`src/rtl/decoder_pkg.sv`:
```
// Shared types and constants for the one-hot hold decoder and its hold timer.
package decoder_pkg;

   typedef enum logic {
      ST_IDLE = 1'b0,
      ST_HOLD = 1'b1
   } state_t;

   localparam int DEF_IN_W   = 2;
   localparam int DEF_HOLD   = 4;
   localparam int HOLD_CNT_W = 8;

   localparam int                    DROP_CNT_W   = 8;
   localparam logic [DROP_CNT_W-1:0] DROP_CNT_MAX = 8'd255;

endpackage

```
`src/rtl/hold_counter.sv`:
```
// Loadable down-counter used as the hold timer; clr wins over load, load over dec.
module hold_counter #(
   parameter int W = 8
) (
   input  logic         clk,
   input  logic         rst,
   input  logic         clr,
   input  logic         load,
   input  logic [W-1:0] load_val,
   input  logic         dec,
   output logic [W-1:0] count,
   output logic         zero
);

   always_ff @(posedge clk) begin
      if (rst || clr) begin
         count <= '0;
      end else if (load) begin
         count <= load_val;
      end else if (dec && (count != '0)) begin
         count <= count - W'(1);
      end
   end

   assign zero = (count == '0);

endmodule

```
`src/rtl/onehot_hold_decoder.sv`:
```
// Registered one-hot decoder that holds each accepted code for HOLD cycles.
// Optional dropped-request counter enabled by defining DROP_CNT_EN.
//
//   state   | meaning
//   --------+-----------------------------------------------------------
//   ST_IDLE | y=0; ready follows en; accepts a code when z && ready
//   ST_HOLD | y held; timer counts down; done on the last cycle; en low aborts
module onehot_hold_decoder
   import decoder_pkg::*;
#(
   parameter int IN_W = DEF_IN_W,
   parameter int HOLD = DEF_HOLD
) (
   input  logic                  clk,
   input  logic                  rst,
   input  logic                  en,
   input  logic [IN_W-1:0]       x,
   input  logic                  z,
   output logic                  ready,
   output logic [(2**IN_W)-1:0]  y,
   output logic                  done,
   output logic [DROP_CNT_W-1:0] drop_cnt
);

   localparam int                    OUT_W     = 2**IN_W;
   localparam logic [HOLD_CNT_W-1:0] HOLD_LOAD = HOLD_CNT_W'(HOLD - 1);

   state_t                  state_q, state_d;
   logic [OUT_W-1:0]        y_q, y_d;
   logic                    accept;
   logic                    cnt_load, cnt_dec, cnt_clr, cnt_zero;
   logic [HOLD_CNT_W-1:0]   cnt;

   assign ready  = (state_q == ST_IDLE) && en;
   assign accept = z && ready;
   // An en drop in the final hold cycle is an abort, so done is gated by en.
   assign done   = (state_q == ST_HOLD) && en && cnt_zero;
   assign y      = y_q;

   hold_counter #(
      .W (HOLD_CNT_W)
   ) u_hold_counter (
      .clk      (clk),
      .rst      (rst),
      .clr      (cnt_clr),
      .load     (cnt_load),
      .load_val (HOLD_LOAD),
      .dec      (cnt_dec),
      .count    (cnt),
      .zero     (cnt_zero)
   );

   always_ff @(posedge clk) begin
      if (rst) begin
         state_q <= ST_IDLE;
         y_q     <= '0;
      end else begin
         state_q <= state_d;
         y_q     <= y_d;
      end
   end

   always_comb begin
      state_d  = state_q;
      y_d      = y_q;
      cnt_load = 1'b0;
      cnt_dec  = 1'b0;
      cnt_clr  = 1'b0;
      case (state_q)
         ST_IDLE: begin
            if (accept) begin
               state_d  = ST_HOLD;
               y_d      = OUT_W'(1) << x;
               cnt_load = 1'b1;
            end
         end
         ST_HOLD: begin
            if (!en || cnt_zero) begin
               state_d = ST_IDLE;
               y_d     = '0;
               cnt_clr = 1'b1;
            end else begin
               cnt_dec = (cnt != '0);
            end
         end
      endcase
   end

`ifdef DROP_CNT_EN
   logic [DROP_CNT_W-1:0] drop_q;

   always_ff @(posedge clk) begin
      if (rst) begin
         drop_q <= '0;
      end else if (z && !ready && (drop_q != DROP_CNT_MAX)) begin
         drop_q <= drop_q + DROP_CNT_W'(1);
      end
   end

   assign drop_cnt = drop_q;
`else
   assign drop_cnt = '0;
`endif

endmodule

```
`config.mk`:
```
export PLATFORM = sky130hd
export DESIGN_NAME = onehot_hold_decoder
export DESIGN_NICKNAME = d
export VERILOG_FILES = /design/src/rtl/decoder_pkg.sv /design/src/rtl/hold_counter.sv /design/src/rtl/onehot_hold_decoder.sv
export SDC_FILE = /design/constraint.sdc
export NUM_CORES = 1
export LEC_CHECK = 0
export BUFFER_PORTS_ARGS = -buffer_cell sky130_fd_sc_hd__clkbuf_2
export CORE_MARGIN = 2
export CORE_UTILIZATION = 30
export CTS_BUF_LIST = sky130_fd_sc_hd__clkbuf_4 sky130_fd_sc_hd__clkbuf_8
export DETAILED_ROUTE_END_ITERATION = 8
export PLACE_DENSITY = 0.58
export SETUP_SLACK_MARGIN = 0.1
export SYNTH_ARGS = -nofsm -noshare
export SYNTH_HDL_FRONTEND = slang
export SYNTH_HIERARCHICAL = 1
export SYNTH_SLANG_ARGS = --single-unit
```
`constraint.sdc`:
```
create_clock -name clk -period 2.9 [get_ports clk]
set_input_delay 0.29 -clock clk [delete_from_list [all_inputs] [get_ports clk]]
set_output_delay 0.29 -clock clk [all_outputs]
set_load 0.05 [all_outputs]
```
==> flow_summary_export.csv, run 1 <==
group,metric,value,unit
run_status,status,"completed",
synth,synth_area_leaders,"dfxtp_1 33%, buf_4 7.5%, o21ai_0 4.4%",
clocking,cts_root_buffer,"clkbuf_4",
synth,ys_warn_count,6,
critical_path,cp_max_fo,4,
global_routing,first_global_vias,616,
global_routing,antenna_found_initial,0,
clocking,cts_buffers,3,
synth,synth.distinct_cells,38,
clocking,cts_tree,"built",
critical_path,critPathCaptureType,"flop",
clocking,clkTransAtPathRegs,90,ps
clocking,clock_sinks,13,
synth,netlist_area,798.3,sq um
global_routing,gr-total-overflow,0,
place,gp_congestion,0.7912,
synth,synth_top_area_frac,0.3260,
power,leakage,0.3641,nW
clocking,cts_resized,0,
finish,drive_above_1_share,0.2035,
clocking,clockBufferDepth,2,
power,p_comb_frac,0.270,
synth,yosysSeqAreaShare,0.3260,
critical_path,path_class,"flop to flop",
die,io_pins,20,
sta,finalHoldViolations,0,
route,routed.top_layer,"met4",
finish,areaGrowthSynthToFinish,14.58,%
synth,synth_largest_area_cell,"dfxtp_1",
route,met1_length,735,um
synth,syn_inst,93,
finish,fin_nets,122,
job,drv_cap,0,
worst_hold_path,hold_class,"input port to flop",
global_routing,grt_max_degree,14,
power,switching_power,161.7,uW
finish,multi_input_area,505.5,sq um
place,port_buffers,11,
route,drt_iter0_drc,7,
die,chipWidth,55.59,um
critical_path,crit_arrival,2730,ps
die,row_count,18,
synth,yosys_most_used_dff,"dfxtp_1",
finish,nFillCells,260,
power,clkPwrFrac,0.284,
synth,ys_ff_latch,13,
die,core_area,2500,sq um
power,ir_worst_vdd,0.1658,mV
sta,post-route-period-util,0.8875,
power,p_per_area,496.3,nW/um^2
worst_hold_path,min_path_cells,2,
route,via_per_inst,4.797,
route,antenna_left,0,
die,die_y,55.59,um
critical_path,startpoint_type,"flop",
sta,slew_violations,0,
route,drc,0,
synth,syn-mean-instance-area,8.584,sq um
route,wl,1631,um
critical_path,worst_ep_required_time,3060,ps
finish,seq_area,260.3,sq um
synth,synth-edff-count,0,
sta,worst_slack,326.3,ps
power,finalPower,453.9,uW
route,wl_met2,757,um
power,internal_power,292.2,uW
finish,fin_util,0.3659,
clocking,ctsHoldBuffers,0,
sta,setup_viol,0,
sta,fin_crit,2574,ps
route,met3_wirelength,62,um
sta,rsz0062_at_grt,"false",
sta,finalSetupTns,0,ps
route,vias,686,
power,swShare,0.3562,
die,start_util,0.3193,
clocking,htreeDepth,1,
sta,whs,203.7,ps
route,firstDrtPassIters,4,
sta,fin_worst_skew,6.766,ps
critical_path,reg2reg_depth,9,
global_routing,grt_usage,0.1135,
place,pre_cts_slack,276.8,ps
clocking,postCtsSetupBuffers,0,
power,p_seq_frac,0.447,
route,wire_per_inst,11.41,um
finish,diodes,0,
place,hpwlAfterDp,1225,um
die,dieArea,3090,sq um
synth,ys_async_sr_fraction,0,
global_routing,grt_pass1_wl,2663,um
clocking,clk_latency,290,ps
sta,fmax,388.6,MHz
power groups by stage:
| stage | Clock, mW | Combinational, mW | Sequential, mW |
|---|---|---|---|
| 5_1_grt | 0.139 | 0.134 | 0.205 |
| 2_1_floorplan | 0 | 0.101 | 0.210 |
| 3_5_place_dp | 0 | 0.119 | 0.207 |
| 6_report | 0.129 | 0.122 | 0.203 |
| 3_3_place_gp | 0 | 0.117 | 0.207 |
| 4_1_cts | 0.133 | 0.120 | 0.203 |
per-layer routing:
layer  up-vias  global-route usage
li1        356                   -
met1       304              0.1241
met2        19              0.1871
met3         7             0.03023
met4         0             0.08362
met5         -                   0
critical path, cell delays in order (launching register included):
cell      delay [ps]
dfxtp_1          390
inv_1             80
ha_1             240
nor4b_2          190
and2_1           200
a211oi_2         310
or3b_1           450
nor4_1           270
mux2i_1          240
a21oi_1           80
layout by cell type, fill, tap and decap left out, types with 2 or more instances in the layout:
master     synthesis  routed
a22o_1             2       2
a21oi_1            5       5
xnor2_1            2       2
ha_1               2       2
nor4_1             4       4
clkbuf_4           0       4
dfxtp_1           13      13
nor3_1             2       2
a211oi_1           3       2
clkbuf_2           0      11
conb_1             2      16
inv_1              7       7
a211oi_2           1       2
nor2_1             5       5
mux2i_1            3       3
nand2_1            3       3
o21ai_0            7       7
o2bb2ai_1          2       2
a31oi_1            2       2
final cells by class:
class                           count  share of cell area
Multi-Input combinational cell     78              0.5527
Sequential cell                    13              0.2845
Timing Repair Buffer               11             0.06019
Tap cell                           30             0.04104
Clock buffer                        4             0.03283
Inverter                            7             0.02873
synthesized netlist by cell type (all sizes together) (3+ instances only):
master and instances:
nor2 5, inv 7, a21oi 5, mux2i 3, a211oi 4, dfxtp 13
nand2 3, nor4 4, buf 8, o21ai 7
registers in the layout (all words and copies together), names as in the netlist:
| name | flops |
|---|---|
| y | 4 |
| u_hold_counter/count | 8 |
| state_q | 1 |
cell families after synthesis:
logic type	count (synthesis)	synth area share
buffers and inverters	16	0.1129
and+or+nand+nor	29	0.2398
other	2	0.009408
AOI/OAI and AO/OA	26	0.2210
DFF	13	0.3260
adders and majority gates	2	0.03134
muxes	3	0.03762
xor gates and xnor gates	2	0.02195
final timing paths:
kind | from | slack, ps | endpoint
min reg2reg | y[3]$_SDFFE_PP0P_ | 470 | y[3]$_SDFFE_PP0P_
min | x[0] | 200 | y[2]$_SDFFE_PP0P_
max | u_hold_counter/count[0]$_SDFFE_PP0P_ | 330 | u_hold_counter/count[7]$_SDFFE_PP0P_
max reg2reg | u_hold_counter/count[0]$_SDFFE_PP0P_ | 330 | u_hold_counter/count[7]$_SDFFE_PP0P_
through the flow:
step / area [sq um] / std cells
2_1_floorplan: 850.8 / 107
3_3_place_gp: 879.6 / 139
3_5_place_dp: 879.6 / 139
4_1_cts: 909.6 / 143
5_1_grt: 914.6 / 143
6_report: 914.6 / 143
Power figures use the tool's default switching activity.
==> run 2, diff against run 1 <==
Settings changed: CELL_PAD_IN_SITES_DETAIL_PLACEMENT from default to 1, CELL_PAD_IN_SITES_GLOBAL_PLACEMENT from default to 2, PLACE_DENSITY 0.58 to 0.85.
==> flow_summary_export.csv, run 2 (same netlist as run 1, synthesis figures left out) <==
group,metric,value,unit
clocking,clockBufferDepth,2,
critical_path,slowest_stage,"or3b_1",
place,port_buffers,11,
route,via_per_inst,4.881,
power,internal_power,292.1,uW
sta,finalSetupTns,0,ps
sta,fin_crit,2567,ps
clocking,htreeDepth,1,
die,io_pins,20,
sta,setup_viol,0,
place,hpwlAfterDp,1452,um
finish,multi_input_area,505.5,sq um
critical_path,worst_ep_required_time,3050,ps
sta,post-route-period-util,0.8851,
sta,fin_worst_skew,6.437,ps
sta,whs,215.7,ps
job,drv_cap,0,
route,drc,0,
finish,diodes,0,
power,switching_power,159.7,uW
global_routing,gr-total-overflow,0,
finish,final_common_cell,"conb_1",
sta,slew_violations,0,
clocking,clock_sinks,13,
power,finalPower,451.8,uW
die,core_area,2500,sq um
global_routing,grt_usage,0.1240,
critical_path,critPathLaunch,"u_hold_counter/count[0]$_SDFFE_PP0P_",
critical_path,crit_chain,"inv_1, ha_1, nor4b_2, and2_1, a211oi_2, or3b_1, nor4_1, mux2i_1, a21oi_1",
power,clkPwrFrac,0.276,
clocking,cts_tree,"built",
clocking,cts_buffers,3,
global_routing,grt_max_degree,14,
power,ir_worst_vdd,0.2147,mV
power,p_seq_frac,0.451,
place,gp_congestion,0.7114,
die,start_util,0.3193,
sta,fmax,389.6,MHz
clocking,clkTransAtPathRegs,90,ps
finish,areaGrowthSynthToFinish,14.58,%
critical_path,cpPeakStageDelay,450,ps
worst_hold_path,min_from,"x[0]",
finish,seq_area,260.3,sq um
critical_path,critPathCaptureType,"flop",
run_status,status,"completed",
finish,fin_util,0.3659,
clocking,clk_latency,280,ps
power,p_comb_frac,0.273,
critical_path,cp_max_fo,4,
worst_hold_path,hold_class,"input port to flop",
finish,fin_cells,143,
global_routing,grt_pass1_wl,3001,um
place,dp_cells,139,
power,swShare,0.3535,
finish,layout_common_cells,"16 x conb_1, 13 x dfxtp_1, 11 x clkbuf_2",
finish,nFillCells,313,
global_routing,antenna_found_initial,0,
die,row_count,18,
sta,finalHoldViolations,0,
clocking,postCtsSetupBuffers,0,
global_routing,first_global_vias,677,
route,drt_iter0_drc,5,
critical_path,crit_arrival,2720,ps
die,die_y,55.59,um
finish,largest_reg_flops,8,
sta,rsz0062_at_grt,"false",
die,dieArea,3090,sq um
route,wire_per_inst,12.48,um
route,firstDrtPassIters,4,
power,leakage,0.3641,nW
critical_path,r2r-start,"u_hold_counter/count[0]$_SDFFE_PP0P_",
critical_path,startpoint_type,"flop",
clocking,cts_root_buffer,"clkbuf_4",
finish,fin_nets,122,
route,wl,1784,um
critical_path,path_class,"flop to flop",
die,chipWidth,55.59,um
route,antenna_left,0,
finish,largest_register,"u_hold_counter/count",
power,p_per_area,494.0,nW/um^2
route,vias,698,
finish,drive_above_1_share,0.2035,
## run 2: metal layers
metal | vias to the layer above | track usage | part of all wire
met5 | - | 0 | 0
met4 | 0 | 0.06272 | 0.0084
met3 | 2 | 0.02093 | 0.022
met2 | 6 | 0.2075 | 0.48
met1 | 330 | 0.1525 | 0.49
li1 | 360 | - | -
## run 2: power by group through the flow
| stage | clock [mW] | combinational [mW] | sequential (mW) |
|---|---|---|---|
| after floorplan | 0 | 0.101 | 0.210 |
| after global placement | 0 | 0.119 | 0.207 |
| after CTS | 0.130 | 0.121 | 0.204 |
| after detailed placement | 0 | 0.121 | 0.208 |
| final | 0.125 | 0.123 | 0.204 |
| after global routing | 0.139 | 0.135 | 0.206 |
## run 2: worst paths after layout
kind                                           to  slack (ps)  depth (start not counted)
max          u_hold_counter/count[7]$_SDFFE_PP0P_         330                          9
min                             y[2]$_SDFFE_PP0P_         220                          2
min reg2reg                     y[3]$_SDFFE_PP0P_         470                          1
max reg2reg  u_hold_counter/count[7]$_SDFFE_PP0P_         330                          9
## run 2: cell type report
cell class | instances | share of cell area
inverters | 7 | 0.02873
multi-input cells | 78 | 0.5527
flip-flops and latches | 13 | 0.2845
repair buffers | 11 | 0.06019
well taps | 30 | 0.04104
clock buffers | 4 | 0.03283
## run 2: timing repair
item,in CTS,in global routing
setup endpoints to repair,0,3
gates resized for setup,0,1
hold buffers,0,0
## run 2: per-stage QoR
step,cell area [sq um],setup slack [ps]
2_1_floorplan,850.8,566.8
3_3_place_gp,879.6,239.1
3_5_place_dp,879.6,255.9
4_1_cts,909.6,223.7
5_1_grt,914.6,139.0
6_report,914.6,333.2
## run 2: critical path, delay by kind of cell (launching register included)
kind | cells | cell delay, ps
buffers and inverters | 1 | 90
AO/OA/AOI/OAI | 2 | 380
flip-flops | 1 | 390
adder cells (fa/ha/maj) | 1 | 230
multiplexers | 1 | 250
AND/OR/NAND/NOR | 4 | 1110
==> run 3, diff against run 2 <==
Settings changed: PLACE_DENSITY 0.85 to 0.87, SYNTH_HIERARCHICAL 1 to default.
==> flow_summary_export.csv, run 3 <==
group,metric,value,unit
global_routing,grt_max_degree,11,
die,row_count,17,
power,ir_worst_vdd,0.2667,mV
finish,nFillCells,290,
clocking,cts_resized,0,
route,firstDrtPassIters,2,
finish,drive_above_1_share,0.2021,
route,vias,599,
sta,finalHoldViolations,0,
power,swShare,0.3267,
synth,synth_common_cells,"13 x dfxtp_1, 13 x nor2_1, 8 x buf_4",
finish,largest_register,"u_hold_counter.count",
sta,slew_violations,0,
sta,maxSlewHeadroom,0.5322,
critical_path,worst_ep_required_time,2610,ps
run_status,status,"completed",
power,p_comb_frac,0.218,
clocking,cts_root_buffer,"clkbuf_4",
place,port_buffers,11,
die,chipWidth,52.24,um
critical_path,crit_arrival,2110,ps
finish,largest_reg_flops,8,
sta,fmax,417.4,MHz
sta,setup_viol,0,
synth,synth-edff-count,0,
sta,fin_worst_skew,4.481,ps
route,via_per_inst,4.910,
route,wl,1641,um
global_routing,gr-total-overflow,0,
clocking,cts_buffers,3,
clocking,ctsHoldBuffers,0,
power,switching_power,131.3,uW
finish,seq_area,260.3,sq um
synth,synth.distinct_cells,30,
place,pre_cts_slack,833.4,ps
power,p_per_area,513.1,nW/um^2
global_routing,first_global_vias,610,
power,finalPower,401.8,uW
critical_path,reg2reg_depth,6,
worst_hold_path,min_path_cells,2,
critical_path,path_class,"flop to output port",
sta,rsz0062_at_grt,"false",
sta,tightest_slew,700.1,ps
sta,worst_slack,504.2,ps
global_routing,grt_usage,0.1440,
synth,synth_top_area_frac,0.3728,
sta,whs,288.0,ps
finish,multi_input_area,380.4,sq um
die,io_pins,20,
global_routing,grt_pass1_wl,2822,um
place,hpwlAfterDp,1257,um
power,p_seq_frac,0.472,
clocking,clk_latency,280,ps
critical_path,cp_max_fo,6,
power,internal_power,270.6,uW
finish,fin_nets,103,
die,core_area,2212,sq um
clocking,cts_tree,"built",
route,drc,0,
critical_path,startpoint_type,"flop",
die,die_y,52.24,um
die,start_util,0.3156,
synth,synth_largest_area_cell,"dfxtp_1",
sta,finalSetupTns,0,ps
route,wire_per_inst,13.45,um
clocking,clock_sinks,13,
synth,ys_ff_latch,13,
place,gp_congestion,0.8003,
clocking,htreeDepth,1,
synth,syn_inst,81,
synth,yosysSeqAreaShare,0.3728,
sta,fin_crit,2396,ps
finish,layout_common_cells,"13 x nor2_1, 13 x dfxtp_1, 11 x clkbuf_2",
die,dieArea,2729,sq um
finish,areaGrowthSynthToFinish,12.19,%
critical_path,critPathCaptureType,"output port",
synth,ys_warn_count,0,
synth,yosys_most_used_dff,"dfxtp_1",
power,clkPwrFrac,0.310,
route,antenna_left,0,
job,drv_cap,0,
finish,finish.instance_area,783.3,sq um
sta,post-route-period-util,0.8262,
global_routing,antenna_found_initial,0,
synth,synth_area_leaders,"dfxtp_1 37%, buf_4 8.6%, nor2_1 7.0%",
synth,syn-mean-instance-area,8.619,sq um
synth,netlist_area,698.2,sq um
synth,ys_async_sr_fraction,0,
clocking,clockBufferDepth,2,
clocking,clkTransAtPathRegs,80,ps
clocking,postCtsSetupBuffers,0,
worst_hold_path,hold_class,"input port to flop",
finish,diodes,0,
power,leakage,0.3177,nW
place,placed_area,753.2,sq um
route,drt_iter0_drc,5,
==> run 3: cell count changes after synthesis, sizes merged, moves of 3 or more <==
cell | previous run | this run
o21ai | 7 | 2
inv | 7 | 4
nor4 | 4 | 1
mux2i | 3 | 0
nor2 | 5 | 13
==> run 3: cell families after synthesis <==
group                      share of synthesized area
AOI/OAI and AO/OA                             0.1792
xor gates and xnor gates                     0.05017
adders and majority gates                    0.03584
buffers and inverters                         0.1201
DFF                                           0.3728
other                                       0.005371
and+or+nand+nor                               0.2366
==> run 3: power by group through the flow <==
stage               logic (mW)  clock network, mW  registers [mW]
finish                  0.0877              0.124           0.190
detailed placement      0.0874                  0           0.194
global route            0.0959              0.142           0.191
global placement        0.0856                  0           0.193
CTS                     0.0880              0.130           0.190
floorplan               0.0735                  0           0.197
==> run 3: critical path, cell delays in order, from the launching register on <==
cell	delay, ps
dfxtp_1	350
inv_1	90
ha_1	150
nor3b_1	590
nand2_1	210
nor2_1	150
clkbuf_2	280
==> run 3: area by class of cell <==
type,instances,area share
flip-flops and latches,13,0.3323
inverters,4,0.01917
well taps,28,0.04473
clock buffers,4,0.03834
multi-input cells,61,0.4856
repair buffers,12,0.07987
==> run 3: path summary, 6_finish.rpt <==
path	from	to	slack (ps)
setup / recovery	u_hold_counter.count[0]$_SDFFE_PP0P_	done	500
hold / removal	rst	state_q$_SDFF_PP0_	290
setup reg to reg	u_hold_counter.count[0]$_SDFFE_PP0P_	u_hold_counter.count[7]$_SDFFE_PP0P_	990
hold reg to reg	y[3]$_SDFFE_PP0P_	y[3]$_SDFFE_PP0P_	520
==> run 3: layer usage <==
layer | share of wire | track usage
met2 | 0.47 | 0.2342
met5 | 0 | 0
met1 | 0.48 | 0.1742
met3 | 0.038 | 0.05143
met4 | 0.0085 | 0.05128
==> run 3: stage by stage <==
stage | std cells | utilization
floorplan | 88 | -
global placement | 118 | 0.3405
detailed placement | 118 | 0.3405
CTS | 122 | 0.3541
global route | 122 | 0.3541
finish | 122 | 0.3541
